### src/rtl/conv1_maxpool.sv
// ReLU + 2x2/stride-2 max-pool over a raster stream of signed conv results.
// Latency: pooled value valid on the edge after the block's bottom-right sample is accepted.
// Backpressure: single output register; maxpool_ready = !valid_out_pool || pool_ready stalls every input.
module conv1_maxpool #(
  parameter int DATA_W = 23,
  parameter int CONV_W = 26,
  parameter int CONV_H = 26
) (
  input  logic                     clk,
  input  logic                     rst_n,
  input  logic signed [DATA_W-1:0] conv_out_1,
  input  logic                     valid_out_calc,
  output logic                     maxpool_ready,
  output logic signed [DATA_W-1:0] pool_out,
  output logic                     valid_out_pool,
  input  logic                     pool_ready,
  output logic                     pool_last
);

  localparam int HW = CONV_W / 2;
  localparam int HH = CONV_H / 2;
  localparam int CW = (CONV_W > 1) ? $clog2(CONV_W) : 1;
  localparam int RW = (CONV_H > 1) ? $clog2(CONV_H) : 1;
  localparam int BW = (HW > 1) ? $clog2(HW) : 1;

  // Last counted position, and last position that belongs to a complete 2x2 block.
  localparam logic [CW-1:0] COL_END  = CW'(CONV_W - 1);
  localparam logic [RW-1:0] ROW_END  = RW'(CONV_H - 1);
  localparam logic [CW-1:0] COL_PEND = CW'(2 * HW - 1);
  localparam logic [RW-1:0] ROW_PEND = RW'(2 * HH - 1);

  logic [CW-1:0]              col_q, col_d;
  logic [RW-1:0]              row_q, row_d;
  logic signed [DATA_W-1:0]   h_reg_q, h_reg_d;
  logic signed [DATA_W-1:0]   pool_out_q, pool_out_d;
  logic                       valid_q, valid_d;
  logic                       last_q, last_d;
  logic signed [DATA_W-1:0]   rowbuf_q [HW];
  logic signed [DATA_W-1:0]   rowbuf_d [HW];

  logic                       accept;
  logic signed [DATA_W-1:0]   relu;
  logic signed [DATA_W-1:0]   hmax;
  logic signed [DATA_W-1:0]   vmax;
  logic signed [DATA_W-1:0]   rb_rd;
  logic [CW-1:0]              col_half;
  logic [BW-1:0]              rb_idx;
  logic                       in_pool_row;
  logic                       rb_wr;
  logic                       emit;

  assign maxpool_ready  = !valid_q || pool_ready;
  assign pool_out       = pool_out_q;
  assign valid_out_pool = valid_q;
  assign pool_last      = last_q;

  // Datapath: ReLU, horizontal pair max, vertical max against the row buffer.
  always_comb begin
    accept      = valid_out_calc && maxpool_ready;
    relu        = (conv_out_1 < 0) ? '0 : conv_out_1;
    hmax        = (h_reg_q > relu) ? h_reg_q : relu;
    col_half    = col_q >> 1;
    // Only odd columns use the index; they are always inside the buffer range.
    rb_idx      = col_half[BW-1:0];
    rb_rd       = rowbuf_q[rb_idx];
    vmax        = (rb_rd > hmax) ? rb_rd : hmax;
    // A trailing row of an odd-height frame must not disturb the buffer.
    in_pool_row = (row_q <= ROW_PEND);
    rb_wr       = accept && col_q[0] && !row_q[0] && in_pool_row;
    emit        = accept && col_q[0] && row_q[0];
  end

  // Next-state for counters, horizontal register, row buffer and output register.
  always_comb begin
    col_d      = col_q;
    row_d      = row_q;
    h_reg_d    = h_reg_q;
    pool_out_d = pool_out_q;
    valid_d    = valid_q;
    last_d     = last_q;
    rowbuf_d   = rowbuf_q;

    if (accept) begin
      if (col_q == COL_END) begin
        col_d = '0;
        row_d = (row_q == ROW_END) ? '0 : row_q + 1'b1;
      end else begin
        col_d = col_q + 1'b1;
      end
      if (!col_q[0]) begin
        h_reg_d = relu;
      end
    end

    if (rb_wr) begin
      rowbuf_d[rb_idx] = hmax;
    end

    if (emit) begin
      pool_out_d = vmax;
      valid_d    = 1'b1;
      last_d     = (col_q == COL_PEND) && (row_q == ROW_PEND);
    end else if (pool_ready) begin
      valid_d = 1'b0;
    end
  end

  // Control and output state with asynchronous reset.
  always_ff @(posedge clk or negedge rst_n) begin
    if (!rst_n) begin
      col_q      <= '0;
      row_q      <= '0;
      h_reg_q    <= '0;
      pool_out_q <= '0;
      valid_q    <= 1'b0;
      last_q     <= 1'b0;
    end else begin
      col_q      <= col_d;
      row_q      <= row_d;
      h_reg_q    <= h_reg_d;
      pool_out_q <= pool_out_d;
      valid_q    <= valid_d;
      last_q     <= last_d;
    end
  end

  // Row buffer needs no reset: each entry is written on an even row before any odd-row read.
  always_ff @(posedge clk) begin
    rowbuf_q <= rowbuf_d;
  end

endmodule

### config.mk
export PLATFORM = sky130hd
export DESIGN_NAME = conv1_maxpool
export DESIGN_NICKNAME = d
export VERILOG_FILES = /design/src/rtl/conv1_maxpool.sv
export SDC_FILE = /design/constraint.sdc
export NUM_CORES = 1
export LEC_CHECK = 0
export CORE_ASPECT_RATIO = 1.4
export CORE_MARGIN = 1
export CORE_UTILIZATION = 45
export CTS_CLUSTER_DIAMETER = 120
export DETAILED_ROUTE_END_ITERATION = 7
export GPL_TIMING_DRIVEN = 0
export PLACE_DENSITY = 0.64
export SYNTH_ARGS = -nofsm -noshare
export SYNTH_HDL_FRONTEND = slang
export SYNTH_SLANG_ARGS = --single-unit
### constraint.sdc
create_clock -name clk -period 5.4 [get_ports clk]
set_input_delay 1.62 -clock clk [delete_from_list [all_inputs] [get_ports clk]]
set_output_delay 1.62 -clock clk [all_outputs]
set_load 0.05 [all_outputs]
==> results.sh, run 1 <==
export IMPL_status="finished clean"
export IMPL_io_buffers=51
export IMPL_drc=0
export IMPL_layout_commonest_cell="edfxtp_1"
export IMPL_synth_edf_count=286
export IMPL_startpoint_type="input port"
export IMPL_ant_nets=0
export IMPL_yosys_warnings=0
export IMPL_place_area_sq_um=17000
export IMPL_num_vias=9650
export IMPL_cp_required_ns=5.86
export IMPL_nets=1231
export IMPL_syn_cell_area_sq_um=15500
export IMPL_vias_per_cell=5.94
export IMPL_layout_common_cells="edfxtp_1 (286), mux4_2 (66), nand2_1 (59)"
export IMPL_min_period_over_period_pct=99.8
export IMPL_power_density_nw_per_um2=584
export IMPL_period_needed_ns=5.39
export IMPL_top_level_ports=53
export IMPL_rsz0062_at_grt="true"
export IMPL_register_area_sq_um=9990
export IMPL_final_hold_violation_count=0
export IMPL_synth_nets=1072
export IMPL_cts_sinks=342
export IMPL_syn_inst=997
export IMPL_end_kind="register"
export IMPL_synth_area_per_cell_sq_um=15.5
export IMPL_postCtsHoldBufs=0
export IMPL_irDropWorstVdd_mv=0.333
export IMPL_ys_async_sr_fraction_pct=16.4
export IMPL_final_cells=1624
export IMPL_dp_hpwl_mm=26.4
export IMPL_fillers=2526
export IMPL_drt_iter0_markers=820
export IMPL_yosysSeqAreaShare_pct=64.6
export IMPL_maxSlewViolCount=0
export IMPL_final_area_sq_um=19300
export IMPL_grt_usage_pct=23.0
export IMPL_fin_hold_ws_ns=0.481
export IMPL_ys_ff_latch=342
export IMPL_cts_tree="yes"
export IMPL_p_int_w=0.00695
export IMPL_fp_dieH_um=221
export IMPL_p_clk_share_pct=18.5
export IMPL_worst_pin_slew_ns=0.993
export IMPL_diodes=0
export IMPL_timing_fmax_mhz=186
export IMPL_first_pass_iters=5
export IMPL_initial_core_util_pct=46.1
export IMPL_clk_latency_ns=0.57
export IMPL_row_count=79
export IMPL_comb_power_share_pct=49.2
export IMPL_finClkSkew_ns=0.0131
export IMPL_cts_buffer_depth=3
export IMPL_grt_ovfl_total=0
export IMPL_htree_levels=1
export IMPL_antenna_found_initial=0
export IMPL_area_growth_syn_to_layout_pct=25.0
export IMPL_swShare_pct=38.4
export IMPL_drive_above_1_share_pct=31.7
export IMPL_fin_util_pct=57.6
export IMPL_die_width_um=159
export IMPL_cts_made_buffers=31
export IMPL_core_area_sq_um=33500
export IMPL_power_leakage_nw=6.73
export IMPL_crit_fanout=8
export IMPL_pwr_share_seq_pct=32.3
export IMPL_worst_endpoint_arrival_ns=5.85
export IMPL_relSlewSlack_pct=33.3
export IMPL_first_global_vias=9925
export IMPL_criticalPathCategory="in2reg"
export IMPL_synth_main_ff_cell="edfxtp_1"
export IMPL_yosysUniqueCellTypes=55
export IMPL_wire_per_inst_um=24.4
export IMPL_place_gp_congestion=0.882
export IMPL_dp_cells=1503
export IMPL_finalSetupViolations=0
export IMPL_grt_pass1_wl_mm=59.4
export IMPL_die_area_sq_um=35100
export IMPL_cap_violations=0
export IMPL_multi_input_area_sq_um=6030
export IMPL_path_clk_slew_ns=0.07
export IMPL_min_path_type="reg2reg"
export IMPL_grt_max_degree=38
export IMPL_cts_root_buffer="clkbuf_16"
export IMPL_p_sw_w=0.00433
export IMPL_routed_wl_mm=39.7
## critical path: stages
cell and delay, ns:
buf_8 0.10, clkbuf_4 0.16, nand2b_4 0.15, ha_1 0.18, a21o_1 0.18, a221o_1 0.40, buf_6 0.16, a221oi_4 0.29
buf_12 0.17, buf_8 0.14, a21oi_4 0.07, nor3_4 0.28, ha_4 0.26, nand4_1 0.18, nor3_2 0.08, a221o_1 0.34
or3_4 0.37, o21ai_4 0.16, buf_6 0.16, buf_6 0.13, nand2_2 0.05, a22o_1 0.21
## cell type report
type / count / share of cell area, %
well taps: 445 / 2.88
multi-input cells: 564 / 31.2
clock buffers: 45 / 4.44
inverters: 28 / 0.544
plain buffers: 63 / 2.48
flip-flops and latches: 342 / 51.7
clock inverters: 11 / 0.440
repair buffers: 126 / 6.28
## flip-flops by register name (all words and copies together), names as in the netlist
signal	flops
row_q	5
pool_out	22
rowbuf_q	286
valid_out_pool	1
col_q	5
pool_last	1
h_reg_q	22
## synthesized netlist by cell type (9+ instances only)
cell	instances	area share, %
buf_2	15	0.49
o22ai_1	26	1.1
nor3_2	21	1.4
dfrtp_1	56	9.1
nand2_1	68	1.7
a22o_1	22	1.2
a32oi_1	21	1.2
nor4_2	20	1.6
o21a_1	23	1.1
a21oi_2	10	0.57
nand3_1	10	0.32
inv_1	27	0.66
nor2_1	11	0.27
edfxtp_1	286	56
clkbuf_1	41	1.0
a21oi_1	28	0.91
o21ai_0	72	2.3
mux4_2	66	9.6
nand2b_1	25	1.0
ha_1	48	3.9
mux2i_1	22	1.4
nor3_1	9	0.29
## final timing paths
check                                      from                       to  slack (ns)  cells past startpoint
max                              conv_out_1[22]  pool_out[2]$_DFFE_PN0P_        0.01                     22
min                        row_q[4]$_DFFE_PN0P_     row_q[4]$_DFFE_PN0P_        0.48                      1
max reg2reg                col_q[1]$_DFFE_PN0P_  pool_out[2]$_DFFE_PN0P_        0.79                     16
min reg2reg                row_q[4]$_DFFE_PN0P_     row_q[4]$_DFFE_PN0P_        0.48                      1
max in group asynchronous                 rst_n  pool_out[9]$_DFFE_PN0P_        3.77                      2
min in group asynchronous                 rst_n  h_reg_q[17]$_DFFE_PN0P_        1.02                      1
## timing repair
action,in CTS,in global routing
setup endpoints to repair,22,22
gates cloned,7,0
buffers inserted,29,30
pin swaps,31,35
resized for setup,116,84
## metal layers
metal	up-vias	wire length [um]	share of wire, %	global-route usage (%)
met2	316	21500	54	41.3
met3	95	1970	5.0	3.23
met1	4937	14300	36	26.1
met4	0	1910	4.8	12.3
li1	4302	-	-	-
met5	-	0	0	0
## power groups by stage
stage	clock (W)	combinational, W	sequential, W
floorplan	0	0.00287	0.00383
detailed placement	0	0.00435	0.00367
global placement	0	0.00423	0.00367
CTS	0.00212	0.00506	0.00362
global route	0.00221	0.00595	0.00367
finish	0.00208	0.00555	0.00364
## per-stage QoR
stage	worst slack (ns)	total power [W]	setup TNS, ns
after floorplan	0.0140	0.00669	0
after global placement	-1.94	0.00790	-287.64
after detailed placement	-1.97	0.00802	-70.18
after CTS	-0.0240	0.0108	-0.194
after global routing	-0.0599	0.0118	-0.654
final	0.0104	0.0113	0
## logic make-up (layout without fill, tap and decap cells)
| kind of cell | Yosys count | in the layout | share of synthesized area, % |
|---|---|---|---|
| adders and majority gates | 48 | 48 | 3.89 |
| DFF | 342 | 342 | 64.6 |
| muxes | 88 | 88 | 11.0 |
| and+or+nand+nor | 194 | 194 | 7.87 |
| buffers and inverters | 92 | 273 | 2.57 |
| AOI/OAI and AO/OA | 232 | 233 | 9.97 |
| other | 1 | 1 | 0.0243 |
No activity file was read; power rests on OpenSTA's default activity.
==> run 2: changes to the inputs <==
CORE_MARGIN = 4   (was 1)
==> run 2 against run 1 <==
Sequential share of layout area is 0.69 points lower. Clock power is 17% higher. Global-route usage is 1.5 points lower. Clock-buffer cell count is 6 lower. Clock skew is 0.011 ns higher. Core utilization is 0.12 points lower. Die area is 6.6% higher. Highest routed layer unchanged.
==> results.sh, run 2 (synthesis results as in run 1) <==
export IMPL_core_area_sq_um=34000
export IMPL_routed_wl_mm=40.2
export IMPL_die_area_sq_um=37400
export IMPL_drive_above_1_share_pct=32.6
export IMPL_grt_usage_pct=21.6
export IMPL_dp_worst_setup_slack_ns=-2.01
export IMPL_finClkSkew_ns=0.0238
export IMPL_cp_required_ns=5.81
export IMPL_grt_pass1_wl_mm=60.5
export IMPL_nets=1220
export IMPL_drt_iter0_markers=895
export IMPL_path_clk_slew_ns=0.06
export IMPL_initial_core_util_pct=45.4
export IMPL_status="finished clean"
export IMPL_power_density_nw_per_um2=597
export IMPL_die_width_um=165
export IMPL_end_kind="register"
export IMPL_finalSetupViolations=0
export IMPL_cts_buffer_depth=3
export IMPL_clk_latency_ns=0.53
export IMPL_dp_hpwl_mm=27.2
export IMPL_irDropWorstVdd_mv=0.350
export IMPL_ant_nets=0
export IMPL_crit_fanout=5
export IMPL_vias_per_cell=5.91
export IMPL_first_global_vias=10101
export IMPL_diodes=0
export IMPL_timing_final_ws_setup_ns=0.0298
export IMPL_area_growth_syn_to_layout_pct=26.7
export IMPL_io_buffers=51
export IMPL_dp_cells=1510
export IMPL_cts_tree="yes"
export IMPL_top_level_ports=53
export IMPL_rsz0062_at_grt="true"
export IMPL_fin_util_pct=57.5
export IMPL_worst_endpoint_arrival_ns=5.79
export IMPL_grt_max_degree=33
export IMPL_first_pass_iters=5
export IMPL_num_vias=9580
export IMPL_maxSlewViolCount=0
export IMPL_row_count=80
export IMPL_largest_reg_flops=286
export IMPL_layout_common_cells="edfxtp_1 (286), mux4_2 (66), nand2_1 (58)"
export IMPL_worst_pin_slew_ns=0.923
export IMPL_htree_levels=2
export IMPL_min_path_type="reg2reg"
export IMPL_power_leakage_nw=6.83
export IMPL_place_gp_congestion=0.860
export IMPL_grt_ovfl_total=0
export IMPL_final_cells=1621
export IMPL_criticalPathCategory="in2reg"
export IMPL_startpoint_type="input port"
export IMPL_min_period_over_period_pct=99.4
export IMPL_wire_per_inst_um=24.8
export IMPL_final_hold_violation_count=0
export IMPL_antenna_found_initial=0
export IMPL_fin_hold_ws_ns=0.503
export IMPL_cts_sinks=342
export IMPL_regMostFlops="rowbuf_q"
export IMPL_drc=0
export IMPL_relSlewSlack_pct=38.3
export IMPL_fp_dieH_um=227
export IMPL_postCtsHoldBufs=0
export IMPL_timing_fmax_mhz=186
export IMPL_period_needed_ns=5.37
export IMPL_cts_root_buffer="clkbuf_16"
export IMPL_layout_commonest_cell="edfxtp_1"
export IMPL_cts_made_buffers=34
export IMPL_cap_violations=0
-- run 2: cell types whose count changed in the layout (fill, tap and decap cells not counted), moves of 4 or more --
cell,before,now
buf_4,55,46
clkinv_2,0,8
clkbuf_8,9,2
clkbuf_1,38,29
clkbuf_16,31,41
a21oi_2,12,16
-- run 2: power by group --
group	switching (W)	internal [W]
Clock	0.000993	0.00143
Combinational	0.00317	0.00243
Sequential	0.000205	0.00345
-- run 2: worst paths after layout --
path | from | to | slack [ns] | depth (start not counted)
max | conv_out_1[22] | pool_out[19]$_DFFE_PN0P_ | 0.03 | 21
min | pool_last$_DFFE_PN0P_ | pool_last$_DFFE_PN0P_ | 0.50 | 2
max reg2reg | col_q[1]$_DFFE_PN0P_ | pool_out[19]$_DFFE_PN0P_ | 0.67 | 17
min reg2reg | pool_last$_DFFE_PN0P_ | pool_last$_DFFE_PN0P_ | 0.50 | 2
max in group asynchronous | rst_n | pool_out[7]$_DFFE_PN0P_ | 3.67 | 2
min in group asynchronous | rst_n | row_q[3]$_DFFE_PN0P_ | 1.11 | 1
-- run 2: worst max-delay path, cell delays in order --
cell	delay [ns]
buf_8	0.11
buf_8	0.12
nand2b_4	0.14
ha_4	0.22
a21o_1	0.19
a221o_1	0.39
a221o_2	0.49
buf_12	0.19
nor4_4	0.27
nor3_4	0.11
ha_4	0.25
nand4_1	0.17
nor3_2	0.07
a221o_1	0.33
or3_4	0.35
o21ai_4	0.17
buf_6	0.13
buf_16	0.10
buf_8	0.11
nand2_1	0.05
a22o_1	0.18
-- run 2: metrics by stage --
stage               area, sq um  power [W]  setup TNS, ns
floorplan                 15800    0.00669              0
global placement          16800    0.00790        -302.88
detailed placement        17100    0.00805         -78.96
CTS                       18900     0.0113         -0.517
global route              19600     0.0123          -1.52
finish                    19600     0.0117              0
-- run 2: per-layer routing --
metal  vias up  part of all wire (%)  global-route usage, %
met1      4906                    36                   24.0
met5         -                     0                      0
met3        89                   4.0                   3.12
met4         0                   4.5                   9.26
met2       311                    56                   40.6
li1       4274                     -                      -
-- run 2: layout make-up --
type	count	area (sq um)
clock buffer	39	933
buffer	63	479
fill	2555	14500
clock inverter	22	210
tap	451	564
multi-input combinational	563	6110
timing repair buffer	113	1190
sequential	342	9990
inverter	28	105
-- run 2: repair_timing --
| action | in CTS | in global routing |
|---|---|---|
| cloned | 5 | 3 |
| resized for setup | 122 | 102 |
| setup buffers | 30 | 16 |
| endpoints found under the setup margin | 22 | 22 |
| pin swaps | 30 | 36 |
